### src/rtl/uart_prom_loader.sv
// UART boot loader: receives a framed program image and writes it into the prom, holding the core
// in reset until a full image is accepted. Define LOADER_CHECKSUM_EN to require a trailing sum byte.
module uart_prom_loader #(
    parameter int CLK_FREQ = 100_000_000,
    parameter int BAUD     = 115200,
    parameter int ADDR_W   = 13,
    parameter int DATA_W   = 15,
    parameter int TIMEOUT  = CLK_FREQ / 100
) (
    input  logic              clk,
    input  logic              reset,
    input  logic              uart_rx,
    output logic              cpu_reset,
    output logic              prom_wr_en,
    output logic [ADDR_W-1:0] prom_wr_addr,
    output logic [DATA_W-1:0] prom_wr_data,
    output logic              load_busy,
    output logic              load_err
);
    localparam int DIV = CLK_FREQ / BAUD;
    localparam int CW  = $clog2(DIV + 1);
    localparam int TW  = $clog2(TIMEOUT + 1);

    typedef enum logic [1:0] {RX_IDLE, RX_START, RX_DATA, RX_STOP} rx_st_t;
    typedef enum logic [2:0] {
        S_IDLE, S_LEN_L, S_LEN_H, S_DATA_L, S_DATA_H,
`ifdef LOADER_CHECKSUM_EN
        S_CHK,
`endif
        S_DONE, S_ERROR
    } st_t;

    rx_st_t          rx_st_q;
    logic [1:0]      sync_q;
    logic            rx_prev_q;
    logic [CW-1:0]   rx_cnt_q;
    logic [2:0]      bit_q;
    logic [7:0]      shift_q;
    logic            byte_vld_q, frm_err_q;

    st_t             st_q;
    logic [ADDR_W-1:0] len_q, cnt_q;
    logic [7:0]      lo_q;
    logic [TW-1:0]   to_q;
    logic            in_frame;
    logic [ADDR_W-1:0] len_d;

    wire rx_s = sync_q[1];

    always_ff @(posedge clk or posedge reset) begin
        if (reset) begin
            sync_q     <= 2'b11;
            rx_prev_q  <= 1'b1;
            rx_st_q    <= RX_IDLE;
            rx_cnt_q   <= '0;
            bit_q      <= '0;
            shift_q    <= '0;
            byte_vld_q <= 1'b0;
            frm_err_q  <= 1'b0;
        end else begin
            sync_q     <= {sync_q[0], uart_rx};
            rx_prev_q  <= rx_s;
            byte_vld_q <= 1'b0;
            frm_err_q  <= 1'b0;
            case (rx_st_q)
                RX_IDLE: if (rx_prev_q && !rx_s) begin
                    rx_cnt_q <= '0;
                    rx_st_q  <= RX_START;
                end
                RX_START: if (rx_cnt_q == CW'(DIV / 2 - 1)) begin
                    // a line already back high at mid start bit was only a glitch
                    rx_st_q  <= rx_s ? RX_IDLE : RX_DATA;
                    rx_cnt_q <= '0;
                    bit_q    <= '0;
                end else rx_cnt_q <= rx_cnt_q + CW'(1);
                RX_DATA: if (rx_cnt_q == CW'(DIV - 1)) begin
                    rx_cnt_q <= '0;
                    shift_q  <= {rx_s, shift_q[7:1]};
                    bit_q    <= bit_q + 3'd1;
                    if (bit_q == 3'd7) rx_st_q <= RX_STOP;
                end else rx_cnt_q <= rx_cnt_q + CW'(1);
                RX_STOP: if (rx_cnt_q == CW'(DIV - 1)) begin
                    byte_vld_q <= rx_s;
                    frm_err_q  <= !rx_s;
                    rx_st_q    <= RX_IDLE;
                end else rx_cnt_q <= rx_cnt_q + CW'(1);
                default: rx_st_q <= RX_IDLE;
            endcase
        end
    end

    assign in_frame = (st_q != S_IDLE) && (st_q != S_DONE) && (st_q != S_ERROR);
    assign len_d    = {shift_q[4:0], len_q[7:0]};

`ifdef LOADER_CHECKSUM_EN
    logic [7:0] sum_q;
    always_ff @(posedge clk or posedge reset) begin
        if (reset) sum_q <= '0;
        else if (!in_frame) sum_q <= '0;
        else if (byte_vld_q) sum_q <= sum_q + shift_q;
    end
`endif

    always_ff @(posedge clk or posedge reset) begin
        if (reset) begin
            st_q         <= S_IDLE;
            cpu_reset    <= 1'b1;
            prom_wr_en   <= 1'b0;
            prom_wr_addr <= '0;
            prom_wr_data <= '0;
            load_busy    <= 1'b0;
            load_err     <= 1'b0;
            len_q        <= '0;
            cnt_q        <= '0;
            lo_q         <= '0;
            to_q         <= '0;
        end else begin
            prom_wr_en <= 1'b0;
            if (!in_frame) begin
                if (st_q == S_DONE) begin
                    cpu_reset <= 1'b0;
                    load_busy <= 1'b0;
                end
                if (st_q == S_ERROR) begin
                    cpu_reset <= 1'b1;
                    load_busy <= 1'b0;
                    load_err  <= 1'b1;
                end
                if (byte_vld_q && shift_q == 8'hA5) begin
                    st_q      <= S_LEN_L;
                    cpu_reset <= 1'b1;
                    load_busy <= 1'b1;
                    load_err  <= 1'b0;
                    cnt_q     <= '0;
                    to_q      <= '0;
                end
            end else if (frm_err_q) begin
                st_q <= S_ERROR;
            end else if (!byte_vld_q) begin
                if (to_q == TW'(TIMEOUT - 1)) st_q <= S_ERROR;
                else to_q <= to_q + TW'(1);
            end else begin
                to_q <= '0;
                case (st_q)
                    S_LEN_L: begin
                        len_q <= ADDR_W'(shift_q);
                        st_q  <= S_LEN_H;
                    end
                    S_LEN_H: begin
                        len_q <= len_d;
                        st_q  <= (shift_q[7:5] != 3'd0 || len_d == '0) ? S_ERROR : S_DATA_L;
                    end
                    S_DATA_L: begin
                        lo_q <= shift_q;
                        st_q <= S_DATA_H;
                    end
                    S_DATA_H: begin
                        prom_wr_en   <= 1'b1;
                        prom_wr_addr <= cnt_q;
                        prom_wr_data <= DATA_W'({shift_q[6:0], lo_q});
                        cnt_q        <= cnt_q + ADDR_W'(1);
`ifdef LOADER_CHECKSUM_EN
                        st_q <= (cnt_q == len_q - ADDR_W'(1)) ? S_CHK : S_DATA_L;
                    end
                    S_CHK: begin
                        st_q <= (sum_q + shift_q == 8'h00) ? S_DONE : S_ERROR;
`else
                        st_q <= (cnt_q == len_q - ADDR_W'(1)) ? S_DONE : S_DATA_L;
`endif
                    end
                    default: st_q <= S_ERROR;
                endcase
            end
        end
    end
endmodule

### config.mk
export PLATFORM = sky130hd
export DESIGN_NAME = uart_prom_loader
export DESIGN_NICKNAME = d
export VERILOG_FILES = /design/src/rtl/uart_prom_loader.sv
export SDC_FILE = /design/constraint.sdc
export NUM_CORES = 1
export LEC_CHECK = 0
export ABC_AREA = 1
export CAP_MARGIN = 20
export CORE_ASPECT_RATIO = 0.9
export CORE_MARGIN = 2
export CORE_UTILIZATION = 47
export DETAILED_ROUTE_END_ITERATION = 10
export GPL_TIMING_DRIVEN = 0
export PLACE_DENSITY = 0.64
export SLEW_MARGIN = 20
export SYNTH_ARGS = -nofsm -noshare
export SYNTH_HDL_FRONTEND = slang
export SYNTH_SLANG_ARGS = --single-unit
export TNS_END_PERCENT = 20
### constraint.sdc
create_clock -name clk -period 5 [get_ports clk]
set_input_delay 0.5 -clock clk [delete_from_list [all_inputs] [get_ports clk]]
set_output_delay 0.5 -clock clk [all_outputs]
set_load 0.1 [all_outputs]
==> flow_summary.json <==
{
  "hold-worst-slack_ns": 0.3599,
  "p_leak_nw": 3.281,
  "dp.cells": 975,
  "cap_violations": 0,
  "cts_buffer_depth": 2,
  "grt_pass1_wl_mm": 24.92,
  "drc": 0,
  "cpPeakStageDelay_ns": 1.13,
  "syn_area_um2": 6133,
  "cp_cell_sequence": "clkdlybuf4s50_1",
  "antenna_found_initial": 0,
  "cpMaxStageDelayCell": "clkdlybuf4s50_1",
  "drtAntennaViolNets": 0,
  "fin_nets": 840,
  "clock_latency_ns": 0.42,
  "hold_viol": 0,
  "ctsHoldBuffers": 0,
  "avgSynthCellArea_um2": 7.904,
  "pre_cts_slack_ns": 2.775,
  "clock_sinks": 117,
  "crit_required_ns": 4.50,
  "die_x_um": 124.4,
  "area_growth_pct": 18.69,
  "path_buf_inv": 1,
  "rsz0062_at_grt": "no",
  "cts_resized": 0,
  "rows": 39,
  "fmax_mhz": 388.7,
  "maxSlewViolCount": 0,
  "relSlewSlack_pct": 34.42,
  "final_area_um2": 7279,
  "total_power_mw": 2.358,
  "synth_fp_nets": 786,
  "fin_tns_setup_ns": 0,
  "clockRootBuffer": "clkbuf_16",
  "drive_gt1_share_pct": 8.066,
  "irDropWorstVdd_mv": 0.2762,
  "grt_max_degree": 83,
  "fin_crit_sh_pct": 51.46,
  "power_density_nw_per_um2": 323.9,
  "drtIter0Drc": 487,
  "place_congestion": 0.8621,
  "setup_violations": 0,
  "clkTransAtPathRegs_ns": 0.05,
  "status": "completed",
  "syn_inst": 776,
  "critPathTopFamily": "buffers and inverters",
  "synth_warnings": 0,
  "stdcell_count": 1007,
  "ys_seq_elements": 117,
  "viasPerCell": 5.223,
  "cp-start-kind": "flip-flop",
  "cp.arrival_ns": 2.07,
  "critical_path_class": "flip-flop to output port",
  "fin_ws_ns": 2.427,
  "worst_slew_pin_slew_ns": 0.9806,
  "wire_per_inst_um": 14.16,
  "start_util_pct": 48.16,
  "grt_usage_pct": 22.04,
  "r2r_cells": 8,
  "cts-htree-levels": 4,
  "grt_overflow": 0,
  "utilization_pct": 57.16,
  "reg2reg_slack_ns": 2.76,
  "end_kind": "output port",
  "dpl_cell_area_um2": 6711,
  "cts_tree": "built",
  "cp_max_fo": 2,
  "via_count": 5260,
  "diodes": 0,
  "period_needed_ns": 2.573,
  "cp.depth": 1,
  "post_cts_buffers": 0,
  "synthDistinctLibCells": 36,
  "hold_path_depth": 0,
  "io_buffers": 34,
  "drt-total-wl_mm": 14.26,
  "fp.dieArea_um2": 13980,
  "grt_pass1_vias": 5091,
  "fin_skew_ns": 0.007320,
  "seq_area_frac_synth_pct": 47.82,
  "drt_first_pass_iters": 5,
  "core_um2": 12740,
  "hpwl_mm": 10.31,
  "io_pins": 35,
  "hold_path.class": "flip-flop to flip-flop",
  "cts_buffers": 17,
  "die_y_um": 112.4
}
==> cell usage in the layout (no fill, tap or decap), types with 5 or more instances in the layout <==
| master | Yosys | final |
|---|---|---|
| inv_1 | 86 | 85 |
| nor2_1 | 68 | 68 |
| nor3_1 | 20 | 20 |
| clkbuf_1 | 11 | 12 |
| inv_2 | 6 | 6 |
| ha_1 | 7 | 7 |
| dfrtp_1 | 113 | 113 |
| a21oi_1 | 8 | 8 |
| nand4_1 | 17 | 17 |
| o21ai_0 | 70 | 70 |
| nand2_1 | 215 | 215 |
| clkbuf_16 | 0 | 17 |
| xor2_1 | 24 | 24 |
| nor4_1 | 5 | 5 |
| o22ai_1 | 7 | 7 |
| o31ai_1 | 5 | 5 |
| clkdlybuf4s50_1 | 0 | 34 |
| inv_6 | 0 | 5 |
| o21ai_1 | 8 | 8 |
| xnor2_1 | 13 | 13 |
| nand3_1 | 55 | 55 |
==> where the power goes <==
part	switching (mW)	internal [mW]
combinational	0.132	0.0625
clock	0.460	0.702
sequential	0.0287	0.973
==> state kept, by name, summed over array words and instances, names as in the netlist, 2 cells and up, named ones only <==
name and cells:
prom_wr_addr 13, bit_q 3, shift_q 8, cnt_q 13, to_q 20, st_q 3, prom_wr_data 15, rx_cnt_q 10
lo_q 8, sync_q 2, len_q 13
==> final cells by class <==
type / instances / area, um^2
tap: 164 / 205.2
buffer: 19 / 105.1
multi-input combinational: 547 / 2744
timing repair buffer: 35 / 367.9
fill: 1144 / 5456
inverter: 93 / 356.6
clock buffer: 19 / 442.9
sequential: 117 / 2933
clock inverter: 13 / 125.1
==> worst paths after layout <==
path / to / from
worst min-delay path: sync_q[1] / sync_q[0]
worst max register to register: prom_wr_data[13] / byte_vld_q
min in group asynchronous: to_q[11] / reset
max in group asynchronous: rx_prev_q / reset
worst max-delay path: cpu_reset / cpu_reset
worst min register to register: sync_q[1] / sync_q[0]
==> synth_stat cells <==
library cell / count / area share (%)
nor4_4: 2 / 0.69
clkbuf_1: 11 / 0.67
nor3_4: 1 / 0.27
nor3_1: 20 / 1.6
nor2_1: 68 / 4.2
inv_4: 1 / 0.10
nand2_2: 3 / 0.31
o21ai_4: 1 / 0.27
or2_2: 2 / 0.20
xor2_1: 24 / 3.4
a21oi_1: 8 / 0.65
xnor2_1: 13 / 1.9
buf_2: 3 / 0.24
nor2_4: 1 / 0.18
nand4_1: 17 / 1.7
o21ai_0: 70 / 5.7
a31oi_1: 2 / 0.20
nand3_1: 55 / 4.5
dfrtp_1: 113 / 46
inv_1: 86 / 5.3
o21ai_2: 2 / 0.29
o21bai_1: 2 / 0.24
buf_4: 2 / 0.24
nor3b_1: 2 / 0.24
o22ai_1: 7 / 0.71
nor4_2: 2 / 0.41
o31ai_1: 5 / 0.61
o21ai_1: 8 / 0.65
nor4_1: 5 / 0.51
buf_6: 3 / 0.55
ha_1: 7 / 1.4
nor3_2: 2 / 0.33
nand3b_1: 3 / 0.37
inv_2: 6 / 0.37
dfstp_2: 4 / 1.7
nand2_1: 215 / 13
==> kinds of logic after synthesis <==
group / count (synthesis) / synth area share (%)
XOR/XNOR: 37 / 5.284
buffers and inverters: 112 / 7.446
adder cells (fa/ha/maj): 7 / 1.428
flip-flops: 117 / 47.82
AO/OA/AOI/OAI: 105 / 9.343
AND/OR/NAND/NOR: 398 / 28.68
==> per-layer routing <==
layer / global-route usage, % / vias up / share of wire (%)
met4: 10.11 / 0 / 2.4
met2: 33.92 / 134 / 45
met1: 30.47 / 2478 / 48
met5: 0 / - / 0
li1: - / 2623 / -
met3: 4.194 / 25 / 4.4
Note: power is estimated with default switching activity, not from simulation.
